<file path="src/rtl/quad_sweep_scheduler.sv">
// quad_sweep_scheduler
//   Periodically sweeps NUM_CH 32-bit quadrature positions in round-robin order.
//   For each channel it computes the per-period velocity (position delta) with
//   one shared subtractor. Results are exposed through a 4-bit-address
//   Avalon-MM slave.
//
// Ports
//   clk, reset_n        clock; asynchronous active-low reset
//   pos                 NUM_CH packed signed positions (channel k at [32k+31:32k])
//   address/write/writedata/read/readdata/waitrequest
//                       Avalon-MM slave; reads take two cycles, writes take one
//   sample_tick         one-cycle pulse in the DONE cycle of each sweep
//   busy                high while a sweep is in progress
//
// Register map (word address)
//   0x0 CTRL  [0] ENABLE, [1] RESYNC (write-1, reads 0)
//   0x1 STATUS [31:8] sweep count, [1] overrun (write clears), [0] busy
//   0x2 PERIOD (clamped to >= 2*NUM_CH+2)
//   0x4+k VEL[k], 0x8+k LAST[k] (LAST readable only with the macro below)
//
// Optional feature
//   QUAD_SWEEP_SNAPSHOT_EN : makes LAST[k] readable at 0x8+k; otherwise those
//                            addresses read 32'hDEADBEEF.
module quad_sweep_scheduler #(
  parameter int unsigned NUM_CH        = 4,
  parameter int unsigned CLOCK_FREQ_HZ = 50_000_000,
  parameter int unsigned SAMPLE_HZ     = 1000
) (
  input  logic                 clk,
  input  logic                 reset_n,
  input  logic [32*NUM_CH-1:0] pos,
  input  logic [3:0]           address,
  input  logic                 write,
  input  logic [31:0]          writedata,
  input  logic                 read,
  output logic [31:0]          readdata,
  output logic                 waitrequest,
  output logic                 sample_tick,
  output logic                 busy
);

  localparam logic [31:0] PERIOD_RST = 32'(CLOCK_FREQ_HZ / SAMPLE_HZ);
  localparam logic [31:0] PERIOD_MIN = 32'(2 * NUM_CH + 2);
  localparam logic [1:0]  LAST_CH    = 2'(NUM_CH - 1);
  localparam logic [31:0] UNMAPPED   = 32'hDEAD_BEEF;

  typedef enum logic [1:0] {IDLE, LATCH, DIFF, DONE} state_e;

  state_e      state_q, state_d;
  logic [31:0] cnt_q, cnt_d;
  logic [31:0] period_q, period_d;
  logic [31:0] cur_q, cur_d;
  logic [31:0] readdata_q, readdata_d;
  logic [31:0] vel_q  [NUM_CH];
  logic [31:0] vel_d  [NUM_CH];
  logic [31:0] last_q [NUM_CH];
  logic [31:0] last_d [NUM_CH];
  logic [23:0] count_q, count_d;
  logic [1:0]  ch_q, ch_d;
  logic        enable_q, enable_d;
  logic        resync_pend_q, resync_pend_d;
  logic        resync_act_q, resync_act_d;
  logic        overrun_q, overrun_d;
  logic        rd_ack_q, rd_ack_d;
  logic        tc, start, wr_en, rd_start;
  logic [31:0] rdata;

  assign tc       = enable_q && (cnt_q >= period_q - 32'd1);
  assign start    = tc && (state_q == IDLE);
  assign wr_en    = write && !read;
  assign rd_start = read && !rd_ack_q;

  // FSM: state register
  always_ff @(posedge clk or negedge reset_n) begin
    if (!reset_n) state_q <= IDLE;
    else          state_q <= state_d;
  end

  // FSM: next state
  always_comb begin
    state_d = state_q;
    case (state_q)
      IDLE:    if (tc) state_d = LATCH;
      LATCH:   state_d = DIFF;
      DIFF:    state_d = (ch_q == LAST_CH) ? DONE : LATCH;
      DONE:    state_d = IDLE;
      default: state_d = IDLE;
    endcase
  end

  // FSM: outputs
  always_comb begin
    sample_tick = (state_q == DONE);
    busy        = (state_q != IDLE);
    waitrequest = !rd_ack_q;
    readdata    = readdata_q;
  end

  // Datapath and control registers
  always_comb begin
    cnt_d         = '0;
    enable_d      = enable_q;
    period_d      = period_q;
    resync_pend_d = resync_pend_q;
    resync_act_d  = resync_act_q;
    overrun_d     = overrun_q;
    count_d       = count_q;
    ch_d          = ch_q;
    cur_d         = cur_q;
    vel_d         = vel_q;
    last_d        = last_q;

    if (enable_q && !tc) cnt_d = cnt_q + 32'd1;

    case (state_q)
      LATCH: begin
        for (int unsigned k = 0; k < NUM_CH; k++)
          if (ch_q == 2'(k)) cur_d = pos[32*k +: 32];
      end
      DIFF: begin
        for (int unsigned k = 0; k < NUM_CH; k++) begin
          if (ch_q == 2'(k)) begin
            vel_d[k]  = resync_act_q ? '0 : cur_q - last_q[k];
            last_d[k] = cur_q;
          end
        end
        ch_d = (ch_q == LAST_CH) ? '0 : ch_q + 2'd1;
      end
      DONE: begin
        count_d      = count_q + 24'd1;
        resync_act_d = 1'b0;
      end
      default: ;
    endcase

    // A RESYNC request is armed for the whole of the next sweep that starts.
    if (start) begin
      resync_act_d  = resync_pend_q;
      resync_pend_d = 1'b0;
    end

    if (wr_en) begin
      case (address)
        4'h0: begin
          enable_d = writedata[0];
          if (writedata[1]) resync_pend_d = 1'b1;
        end
        4'h1:    overrun_d = 1'b0;
        4'h2:    period_d  = (writedata < PERIOD_MIN) ? PERIOD_MIN : writedata;
        default: ;
      endcase
    end

    // Terminal count during a sweep drops the request; setting wins over clear.
    if (tc && (state_q != IDLE)) overrun_d = 1'b1;
  end

  // Read mux and two-cycle read handshake
  always_comb begin
    rdata = UNMAPPED;
    case (address)
      4'h0:    rdata = {31'd0, enable_q};
      4'h1:    rdata = {count_q, 6'd0, overrun_q, state_q != IDLE};
      4'h2:    rdata = period_q;
      default: ;
    endcase
    for (int unsigned k = 0; k < NUM_CH; k++)
      if (address == 4'(4 + k)) rdata = vel_q[k];
`ifdef QUAD_SWEEP_SNAPSHOT_EN
    for (int unsigned k = 0; k < NUM_CH; k++)
      if (address == 4'(8 + k)) rdata = last_q[k];
`endif
    rd_ack_d   = rd_start;
    readdata_d = rd_start ? rdata : readdata_q;
  end

  always_ff @(posedge clk or negedge reset_n) begin
    if (!reset_n) begin
      cnt_q         <= '0;
      period_q      <= PERIOD_RST;
      cur_q         <= '0;
      readdata_q    <= '0;
      count_q       <= '0;
      ch_q          <= '0;
      enable_q      <= 1'b0;
      resync_pend_q <= 1'b0;
      resync_act_q  <= 1'b0;
      overrun_q     <= 1'b0;
      rd_ack_q      <= 1'b0;
      for (int unsigned k = 0; k < NUM_CH; k++) begin
        vel_q[k]  <= '0;
        last_q[k] <= '0;
      end
    end else begin
      cnt_q         <= cnt_d;
      period_q      <= period_d;
      cur_q         <= cur_d;
      readdata_q    <= readdata_d;
      count_q       <= count_d;
      ch_q          <= ch_d;
      enable_q      <= enable_d;
      resync_pend_q <= resync_pend_d;
      resync_act_q  <= resync_act_d;
      overrun_q     <= overrun_d;
      rd_ack_q      <= rd_ack_d;
      vel_q         <= vel_d;
      last_q        <= last_d;
    end
  end

endmodule

</file>
<file path="config.mk">
export PLATFORM = sky130hd
export DESIGN_NAME = quad_sweep_scheduler
export DESIGN_NICKNAME = d
export VERILOG_FILES = /design/src/rtl/quad_sweep_scheduler.sv
export SDC_FILE = /design/constraint.sdc
export NUM_CORES = 1
export LEC_CHECK = 0
export ABC_AREA = 1
export BUFFER_PORTS_ARGS = -buffer_cell sky130_fd_sc_hd__buf_2
export CORE_ASPECT_RATIO = 0.6
export CORE_MARGIN = 4
export CORE_UTILIZATION = 60
export CTS_BUF_LIST = sky130_fd_sc_hd__clkbuf_8
export CTS_CLUSTER_DIAMETER = 120
export DETAILED_ROUTE_END_ITERATION = 16
export PLACE_DENSITY = 0.79
export SLEW_MARGIN = 15
export SYNTH_ARGS = -nofsm -noshare
export SYNTH_HDL_FRONTEND = slang
export SYNTH_SLANG_ARGS = --single-unit
</file>
<file path="constraint.sdc">
create_clock -name clk -period 8.1 [get_ports clk]
set_input_delay 1.62 -clock clk [delete_from_list [all_inputs] [get_ports clk]]
set_output_delay 1.62 -clock clk [all_outputs]
set_load 0.02 [all_outputs]
</file>
==> run_results.csv <==
group,metric,value,unit
synth,synth.area.top_cells,"dfrtp_1 (37%), nand2_1 (14%), o21ai_0 (7.9%)",
power_and_ir_drop,clockPowerShare,41.8,%
critical_path,r2r_start,"ch_q[0]",
floorplanning,die_area,0.0497,mm²
synth,synthMuxAreaShare,0,%
synth,synth_top_family_by_area,"simple AND/OR/NAND/NOR gates",
synth,synth.avg_cell_area,7.09,µm²
synth,synth-seq-area-share,37.7,%
routing,vias,28171,
worst_hold_path,min_path_type,"flip-flop to flip-flop",
finish,layout.nets,4423,
clocking,cts_buffers,66,
floorplanning,num_rows,60,
global_route,grt_pass1_vias,25301,
routing,final_antenna_net_count,0,
place,io_buffers,202,
floorplanning,die_h,174,µm
power_and_ir_drop,share_seq_of_total_power,47.7,%
place,hpwl,80300,µm
floorplanning,core,0.0452,mm²
synth,syn_area,0.0277,mm²
power_and_ir_drop,internal_power,3.36,mW
global_route,grt_pass1_wl,152000,µm
critical_path,r2r_cells,11,
run_status,status,"finished, final reports clean",
finish,drive_gt1_share,8.97,%
sta,max-slew-margin-rel,29.0,%
routing,wl_per_cell,21.2,µm
clocking,clockBufferDepth,3,
clocking,clkTransAtPathRegs,0.07,ns
routing,wl,101000,µm
sta,worst_slew_pin_slew,1.06,ns
synth,yosys.area_share.simple,26.7,%
power_and_ir_drop,combPwrFrac,10.4,%
synth,synth_seq_cells,417,
critical_path,cp_data_required_time,8.64,ns
global_route,grt_max_degree,155,
synth,synth-xor-area-share,2.59,%
place,place_inst,4639,
place,preCtsSetupSlack,4.01,ns
critical_path,worstPathMaxFanout,70,
critical_path,critical_path_class,"flip-flop to flip-flop",
clocking,cts_root_buf,"clkbuf_8",
sta,finalClockSkew,0.0421,ns
global_route,grt_overflow,0,
clocking,clk_latency,0.65,ns
clocking,cts_sinks,417,
power_and_ir_drop,swShare,28.6,%
sta,slew_viol_final,0,
clocking,post_cts_buffers,0,
critical_path,slowest_delay,0.62,ns
sta,finalSetupTns,0,ns
synth,synth_top_cell_by_area,"dfrtp_1",
clocking,cts_tree,"yes",
critical_path,crit_path_start_kind,"flip-flop",
synth,synth-compound-area-share,16.9,%
routing,vias_per_cell,5.92,
synth,synth.distinct_cells,47,
power_and_ir_drop,p_per_area,153,mW/mm²
run,drv_cap,0,
synth,synth_fa_ha_area_share,7.66,%
synth,synth_fp_nets,4238,
finish,fill_cells,4078,
power_and_ir_drop,ir_drop,203,µV
clocking,postCtsResizedCells,0,
critical_path,crit_path_top_delay_cell,"inv_1",
routing,firstDrtPassIters,7,
sta,hold_viol,0,
sta,setup-violations-final,0,
synth,synth_cells,3903,
sta,max_freq,0.281,GHz
routing,drt_iter0_markers,3434,
routing,post-route-drc-count,0,
critical_path,cp-end-kind,"flip-flop",
worst_hold_path,hold_depth,2,
power_and_ir_drop,leakage,14.0,nW
synth,yosys_warnings,0,
sta,worst_slack,4.54,ns
clocking,cts_hold_buf,0,
finish,final_cells,4757,
global_route,grtUsageTotal,39.7,%
floorplanning,die_w,285,µm
clocking,h-tree-depth,3,
floorplanning,ios,203,
critical_path,reg2reg_slack,4.54,ns
finish,antenna_cells,0,
finish,postLayoutCoreUtil,67.9,%
place,gp_congestion,1.09,
worst_hold_path,hold_end,"last_q[87]",
worst_hold_path,hold_start,"last_q[87]",
finish,area_growth_syn_to_layout,10.9,%
sta,rsz0062_at_grt,"no",
floorplanning,start_util,61.2,%
synth,synth_top_cell_area_share,37.2,%
power_and_ir_drop,p_sw,1.34,mW
synth,synth-async-reset-ratio,100,%
critical_path,crit_chain,"inv_1 > ha_1 > buf_4 > inv_1 > buf_4 > nor2_4 > buf_4 > nand2_1 > inv_1 > o21ai_0 > o21ai_0",
critical_path,arrival,4.10,ns
sta,fin_crit_sh,43.9,%
sta,period_needed,3.56,ns
synth,synth_edf_count,0,
synth,ys.flop_type,"dfrtp_1",
global_route,antenna_found_initial,1,
critical_path,rr_endpoint,"vel_q[34]",
## power by group through the flow
stage,Sequential [mW],Combinational [mW],Clock [mW]
5_1_grt,2.25,0.539,2.08
3_5_place_dp,2.27,0.473,0
4_1_cts,2.24,0.475,1.98
6_report,2.25,0.491,1.97
3_3_place_gp,2.27,0.466,0
2_1_floorplan,2.26,0.224,0
## critical path, delay by kind of cell (launching register included)
kind                     cells  cell delay (ns)
AO/OA/AOI/OAI                2             0.37
adder cells (fa/ha/maj)      1             0.16
flip-flops                   1             0.40
AND/OR/NAND/NOR              2             0.58
buffers and inverters        6             1.90
## cell families after synthesis
| group | Yosys count |
|---|---|
| buf+inv | 612 |
| simple gates | 1781 |
| xor+xnor | 82 |
| flops | 417 |
| compound gates | 844 |
| fa+ha+maj | 167 |
## registers in the layout, summed over array words and instances, names as in the netlist, 2 cells and up
signal	count
ch_q	2
last_q	128
cur_q	32
count_q	24
readdata	32
period_q	32
state_q	2
cnt_q	32
vel_q	128
## routing by layer
layer,vias up,GRT usage [%],wire [µm]
li1,13203,-,-
met1,13100,60.0,43800
met2,1690,51.4,38000
met3,176,17.3,16300
met4,2,10.1,2820
met5,-,0,13
## through the flow
| step | hold WS (ns) | instance area, µm² | power, mW |
|---|---|---|---|
| floorplan | 0.442 | 27700 | 2.49 |
| global placement | 0.461 | 29300 | 2.74 |
| detailed placement | 0.468 | 29300 | 2.75 |
| CTS | 0.485 | 30700 | 4.69 |
| global route | 0.504 | 30700 | 4.86 |
| finish | 0.487 | 30700 | 4.71 |
## how the worst max path moves through the flow
stage	from	to
floorplan	period_q[0]	cnt_q[25]
detailed placement	address[2]	period_q[1]
finish	ch_q[0]	vel_q[34]
CTS	ch_q[0]	vel_q[34]
global placement	address[2]	period_q[3]
global route	period_q[2]	cnt_q[18]
## layout by cell type, fill, tap and decap left out, drive strengths merged, types with 7 or more instances in the layout
master      n
a21o        9
a21oi     229
a31oi       7
and2       10
buf       224
clkbuf     79
clkinv     11
dfrtp     411
ha        163
inv       523
nand2    1063
nand3     197
nand3b     16
nand4      37
nor2      367
nor3       65
nor4       17
o2111ai     7
o211ai     70
o21a        9
o21ai     436
o21bai     17
o221ai     13
o22ai      16
o31ai      10
o41ai      10
xnor2      16
xor2       66
## cell type report
cell class / instances / area, µm² / share of cell area (%)
clock buffers: 79 / 1090 / 3.54
clock inverters: 38 / 339 / 1.10
well taps: 620 / 776 / 2.53
repair buffers: 224 / 1210 / 3.95
multi-input cells: 2874 / 14900 / 48.7
inverters: 505 / 1900 / 6.17
flip-flops and latches: 417 / 10400 / 34.0
## cells in the mapped netlist (16+ instances only)
library cell and number:
a21oi_1 229, clkbuf_1 85, dfrtp_1 411, ha_1 163, inv_1 500, nand2_1 1057
nand3_1 196, nand3b_1 16, nand4_1 37, nor2_1 351, nor3_1 62, nor4_1 17
o211ai_1 70, o21ai_0 436, o21bai_1 17, o22ai_1 16, xnor2_1 16, xor2_1 66
Power figures use the tool's default switching activity.
